**src/rtl/reg_file_32x32_if.sv**
```systemverilog
// Register-file access bundle: two read ports and one write port.
// The master drives addresses and write-back data; the slave returns read data.
interface reg_file_32x32_if #(
   parameter int DATA_W = 32,
   parameter int ADDR_W = 5
);
   logic              RegWrite;
   logic [ADDR_W-1:0] ReadReg1;
   logic [ADDR_W-1:0] ReadReg2;
   logic [ADDR_W-1:0] WriteReg;
   logic [DATA_W-1:0] WriteData;
   logic [DATA_W-1:0] ReadData1;
   logic [DATA_W-1:0] ReadData2;

   modport master (
      output RegWrite, ReadReg1, ReadReg2, WriteReg, WriteData,
      input  ReadData1, ReadData2
   );

   modport slave (
      input  RegWrite, ReadReg1, ReadReg2, WriteReg, WriteData,
      output ReadData1, ReadData2
   );
endinterface

```
**src/rtl/reg_file_32x32.sv**
```systemverilog
// MIPS 32-entry register file: $0 is constant zero, $29 resets to SP_RESET.
// Optional same-cycle write-to-read forwarding when REGFILE_BYPASS_EN is defined.
module reg_file_32x32 #(
   parameter int                 DATA_W   = 32,
   parameter int                 ADDR_W   = 5,
   parameter logic [DATA_W-1:0]  SP_RESET = 32'h00003FFC
) (
   input  logic                   clk,
   input  logic                   reset,
   reg_file_32x32_if.slave        rf
);
   localparam int NREGS  = 1 << ADDR_W;
   localparam int SP_IDX = 29;

   logic [DATA_W-1:0] regs_q [1:NREGS-1];
   logic              wr_en_s;
   logic [DATA_W-1:0] rdata1_s;
   logic [DATA_W-1:0] rdata2_s;

   assign wr_en_s = rf.RegWrite && (rf.WriteReg != '0);

   // Register storage; entry 0 has no flop and is never written.
   always_ff @(posedge clk or posedge reset) begin
      if (reset) begin
         for (int i = 1; i < NREGS; i++) begin
            regs_q[i] <= (i == SP_IDX) ? SP_RESET : '0;
         end
      end else begin
         for (int i = 1; i < NREGS; i++) begin
            if (wr_en_s && (rf.WriteReg == ADDR_W'(i))) begin
               regs_q[i] <= rf.WriteData;
            end
         end
      end
   end

   // Combinational read muxes; address 0 falls through to the zero default.
   always_comb begin
      rdata1_s = '0;
      rdata2_s = '0;
      for (int i = 1; i < NREGS; i++) begin
         rdata1_s = (rf.ReadReg1 == ADDR_W'(i)) ? regs_q[i] : rdata1_s;
         rdata2_s = (rf.ReadReg2 == ADDR_W'(i)) ? regs_q[i] : rdata2_s;
      end
`ifdef REGFILE_BYPASS_EN
      if (wr_en_s && !reset && (rf.WriteReg == rf.ReadReg1)) begin
         rdata1_s = rf.WriteData;
      end else begin
         rdata1_s = rdata1_s;
      end
      if (wr_en_s && !reset && (rf.WriteReg == rf.ReadReg2)) begin
         rdata2_s = rf.WriteData;
      end else begin
         rdata2_s = rdata2_s;
      end
`endif
   end

   assign rf.ReadData1 = rdata1_s;
   assign rf.ReadData2 = rdata2_s;
endmodule

```
**src/flat_wrapper.sv**
```systemverilog
// flat-port wrapper written by rule: the top's interface ports become plain ports
module reg_file_32x32_flat 
#(
   parameter int                 DATA_W   = 32,
   parameter int                 ADDR_W   = 5,
   parameter logic [DATA_W-1:0]  SP_RESET = 32'h00003FFC
)
  (clk, reset, rf_RegWrite, rf_ReadReg1, rf_ReadReg2, rf_WriteReg, rf_WriteData, rf_ReadData1, rf_ReadData2);
  reg_file_32x32_if #(.DATA_W(DATA_W), .ADDR_W(ADDR_W)) rf_i ();
  input  logic clk;
  input  logic reset;
  input wire logic [$bits(rf_i.RegWrite)-1:0] rf_RegWrite;
  input wire logic [$bits(rf_i.ReadReg1)-1:0] rf_ReadReg1;
  input wire logic [$bits(rf_i.ReadReg2)-1:0] rf_ReadReg2;
  input wire logic [$bits(rf_i.WriteReg)-1:0] rf_WriteReg;
  input wire logic [$bits(rf_i.WriteData)-1:0] rf_WriteData;
  output wire logic [$bits(rf_i.ReadData1)-1:0] rf_ReadData1;
  output wire logic [$bits(rf_i.ReadData2)-1:0] rf_ReadData2;
  assign rf_i.RegWrite = rf_RegWrite;
  assign rf_i.ReadReg1 = rf_ReadReg1;
  assign rf_i.ReadReg2 = rf_ReadReg2;
  assign rf_i.WriteReg = rf_WriteReg;
  assign rf_i.WriteData = rf_WriteData;
  assign rf_ReadData1 = rf_i.ReadData1;
  assign rf_ReadData2 = rf_i.ReadData2;
  reg_file_32x32 #(.DATA_W(DATA_W), .ADDR_W(ADDR_W), .SP_RESET(SP_RESET)) u_core (.clk(clk), .reset(reset), .rf(rf_i));
endmodule
```
**config.mk**
```make
export PLATFORM = sky130hd
export DESIGN_NAME = reg_file_32x32_flat
export DESIGN_NICKNAME = d
export VERILOG_FILES = /design/src/rtl/reg_file_32x32_if.sv /design/src/rtl/reg_file_32x32.sv /design/src/flat_wrapper.sv
export SDC_FILE = /design/constraint.sdc
export NUM_CORES = 2
export LEC_CHECK = 0
export CAP_MARGIN = 40
export CELL_PAD_IN_SITES_DETAIL_PLACEMENT = 1
export CELL_PAD_IN_SITES_GLOBAL_PLACEMENT = 1
export CORE_ASPECT_RATIO = 1.5
export CORE_MARGIN = 3
export CORE_UTILIZATION = 30
export CTS_CLUSTER_SIZE = 28
export DETAILED_ROUTE_END_ITERATION = 8
export PLACE_DENSITY = 0.49
export SYNTH_ARGS = -nofsm -noshare
export SYNTH_HDL_FRONTEND = slang
export SYNTH_SLANG_ARGS = --single-unit
export TNS_END_PERCENT = 5
```
**constraint.sdc**
```tcl
create_clock -name clk -period 69.6 [get_ports clk]
set_input_delay 10.44 -clock clk [delete_from_list [all_inputs] [get_ports clk]]
set_output_delay 10.44 -clock clk [all_outputs]
set_load 0.02 [all_outputs]
```
Yosys cells after proc, flatten, opt, wreduce, memory -nomap -nowiden
Index checks and enable logic that the tools add are counted.
{"block": "totals", "reg_bits": 992, "in_bits": 50, "output_inout_bits": 64}
{"block": "classes", "n_eq_ne": 93, "mux": 62, "reduce_logical": 33}
{"op": "2-to-1 mux 32 bit", "count": 62}
{"op": "equality test 5 bit (second input constant)", "count": 48}
{"op": "equality test 5 x 4 -> 1 bit (second input constant)", "count": 24}
{"op": "equality test 5 x 3 -> 1 bit (second input constant)", "count": 12}
{"op": "logical AND 1 bit", "count": 32}
{"op": "equality test 5 x 2 -> 1 bit (second input constant)", "count": 6}
{"op": "equality test 5 x 1 -> 1 bit (second input constant)", "count": 3}
{"op": "nonzero test 5 bit", "count": 1}

Depth between registers and ports, before layout
{"block": "logic_depth", "word_depth": 32, "depth_mapped": 12, "depth_no_buf": 7}

Worst setup path after synthesis
Ideal clock, no wire load.
{"block": "synth_path", "path_type": "in2out", "start": "input port rf_ReadReg1[2]", "end": "output port rf_ReadData1[27]", "arrival_ps": 12617, "t_required_ps": 59160, "path_slack_ps": 46543, "stages": 10, "path_buffers": 3, "cell_sequence": "buf_6 -> buf_6 -> and2b_1 -> buf_2 -> nand3_1 -> o32a_1 -> a31oi_1 -> nor4_1 -> nor3_1 -> o41ai_1"}
{"block": "synth_via", "elab_chain_len": 32}
{"item": "from (decl)", "line": "flat_wrapper.sv:13", "source": "input wire logic [$bits(rf_i.ReadReg1)-1:0] rf_ReadReg1;"}
{"item": "equality test 5 x 1 -> 1 bit", "line": "reg_file_32x32.sv:42", "source": "rdata1_s = (rf.ReadReg1 == ADDR_W'(i)) ? regs_q[i] : rdata1_s;"}
{"item": "2-to-1 mux 32 bit (30 in series)", "line": "reg_file_32x32.sv:42"}
{"item": "2-to-1 mux 32 bit (*)", "line": "reg_file_32x32.sv:42"}
{"item": "to (decl)", "line": "flat_wrapper.sv:17", "source": "output wire logic [$bits(rf_i.ReadData1)-1:0] rf_ReadData1;"}
Mark *: on every way between the ends. The rest lies on a longest branch, timed or not.

Worst setup path in the final report
{"block": "layout_path", "start": "input port rf_ReadReg1[1]", "end": "output port rf_ReadData1[19]"}
The elaborated chain is that of the path after synthesis.

==> run metrics <==
Mapped Area 54300 sq um; Clock Latency Late Sink 0.75 ns; CP Capture Type output pin; DRC 0; first-pass iteration count of the detailed router 6; Pleak 26.0 nW; CP peak stage delay 0.85 ns; count of input and output buffers 113; total power 1.74 mW; critical-path maximum fanout 38; startpoint types input pin; Critical Path AT 15.48 ns; most frequent cells in the layout mux2_2, dfrtp_1, a21oi_1, o21ai_0, buf_4; vias in the first global route 49.3k; RR Startpoint u_core.regs_q[305]; final WL 300 mm; detailed router's first-iteration violation count 5452; Clock Skew 0 ns; CTS Buffer Depth 3; share of layout cells above drive strength 1 0.304; biggest regs u_core.regs_q (992); number of top-level pins 114; total CTS buffers 105; Syn-to-layout area delta 15.3%; hold buffers post-CTS 0; CTS H-tree depth 3; Yosys cell types 92; pin count of the biggest net entering global routing 157; Synth Instances 5163; cts repair resizes 0; die height 527 um; Setup Crit Path Kind in -> out; CTS clk-pin slew, worst paths 0.07 ns; max reg flops 992; ys async rst share 1.00; Final Util 0.349; Rows 190; actual slew at the worst max-slew pin 0.993 ns; die area 186000 sq um; flop and latch count out of synthesis 992; PD cells 27.8 nW/um^2; routed vias/inst 6.37; Max VDD drop 0.0183 mV; RePlAce Congestion 0.938; Final period util 0.372; Slew headroom 0.321; Hold Startpoint u_core.regs_q[463]; Final Non-Filler Cells 7630; # clock sinks 992; Setup Fix Bufs, Post-CTS 0; Synth Area per Inst 10.5 sq um; first-pass GRT wire length 414 mm; FF-to-FF setup slack 68.68 ns; MaxCap Viol Count 0; status completed; yosys warns 0; Finish-stage setup viols 0; Critical-path top delay cell nor3_4; total number of vias 48.6k; most frequent CP cell buf_4; Final nets 5186; RSZ-0062 raised after global routing no; Hold Crit Class reg -> reg; clk root buf clkbuf_16; Critical Path RT 59.16 ns; Max Freq 0.0386 GHz; Core ar. 179000 sq um; Top FF cell, synth dfrtp_1; initial antenna violation count 22; Seq/Total Area, Yosys 0.458; Fin. Hold Viols 0; DR WL/cell 39.3 um; CTS tree yes; commonest non-fill, non-tap cell in the layout mux2_2; Overflow after GRT 0; die width 353 um; Syn Nets 5213; Tmin final 25.92 ns; post-DP HPWL 205 mm; CP Cell Sequence buf_4, buf_4, buf_4, nand2b_1, nor3_4, a32oi_1, a31oi_1, o31ai_1, a22oi_1, clkdlybuf4s50_1; GRT Util Overall 0.313; setup tns final 0 ns; Inst Count DP 7426; crit path launch rf_ReadReg1[1]; Reg with most FFs u_core.regs_q; Final ANT Viol Nets 0; Initial Util 0.303; Slew Limit Fails 0; EDFF count, synth 0
worst paths after layout:
kind | depth (start not counted) | end
max in group asynchronous | 10 | u_core.regs_q[77]
hold reg to reg | 1 | u_core.regs_q[463]
setup reg to reg | 1 | u_core.regs_q[305]
min in group asynchronous | 2 | u_core.regs_q[846]
setup / recovery | 10 | rf_ReadData1[19]
hold / removal | 1 | u_core.regs_q[463]
stage by stage:
| stage | hold WS [ns] | area [sq um] | setup slack [ns] |
|---|---|---|---|
| 2_1_floorplan | 0.479 | 54300 | 31.27 |
| 5_1_grt | 0.527 | 62600 | 43.63 |
| 3_3_place_gp | 0.491 | 58300 | 43.89 |
| 6_report | 0.510 | 62600 | 43.68 |
| 3_5_place_dp | 0.497 | 58900 | 43.85 |
| 4_1_cts | 0.512 | 62600 | 43.84 |
cell usage after synthesis (12+ instances only):
cell / count / share of area
o211ai_1: 43 / 0.0059
nor2_1: 281 / 0.019
o22a_1: 13 / 0.0021
a31oi_1: 39 / 0.0045
buf_4: 14 / 0.0019
nand3_1: 98 / 0.0090
dfstp_2: 12 / 0.0058
o21ai_0: 334 / 0.031
a22o_1: 33 / 0.0053
dfrtp_1: 980 / 0.45
o22ai_1: 233 / 0.027
nor2b_1: 29 / 0.0033
a2111oi_0: 25 / 0.0040
o31a_1: 14 / 0.0023
buf_2: 124 / 0.011
nor3_1: 75 / 0.0069
and3_1: 12 / 0.0014
a221oi_1: 97 / 0.016
nand2b_1: 27 / 0.0031
a21oi_1: 363 / 0.033
a22oi_1: 153 / 0.021
clkbuf_1: 308 / 0.021
inv_1: 55 / 0.0038
mux2_2: 1007 / 0.21
mux2i_1: 41 / 0.0076
nand2_1: 228 / 0.016
a221o_1: 26 / 0.0048
a32oi_1: 22 / 0.0035
a211oi_1: 37 / 0.0051
o21bai_1: 15 / 0.0021
buf_1: 68 / 0.0047
o41ai_1: 12 / 0.0019
nand3b_1: 15 / 0.0021
o21a_1: 23 / 0.0032
o221ai_1: 51 / 0.0082
a222oi_1: 23 / 0.0042
or3_1: 12 / 0.0014
nor4_1: 19 / 0.0022
critical path: cells and delay by family:
| family | cells | cell delay, ns |
|---|---|---|
| AO/OA/AOI/OAI | 4 | 1.35 |
| buffers and inverters | 4 | 2.14 |
| AND/OR/NAND/NOR | 2 | 1.48 |
layout make-up:
cell class              count  area (sq um)
clock buffers             148          3050
inverters                  57           224
well taps                2400          3000
flip-flops and latches    992         24800
fillers                 19800        117000
multi-input cells        3590         27400
clock inverters            48           582
diodes                      5          12.5
repair buffers            390          3530
cell families (layout without fill, tap and decap cells):
group           count (synthesis)  count (layout)  synth area share
buf+inv                       581             643            0.0453
compound gates               1662            1662             0.202
flops                         992             992             0.458
simple gates                  879             879            0.0787
mux                          1049            1049             0.217
other cells                     0               5                 0
layer usage:
metal	share of wire	global-route usage	vias to the layer above	wire length [um]
met5	0.00012	0	-	36
met4	0.060	0.164	6	18000
met3	0.071	0.0525	804	21400
met2	0.47	0.510	2569	140000
met1	0.40	0.396	25700	120000
li1	-	-	19500	-
power by group:
group	switching, mW	internal, mW	leakage [nW]
combinational	0.174	0.142	11.6
clock	0.268	0.350	1.78
sequential	0.114	0.691	12.6
Note: power is estimated with default switching activity, not from simulation.
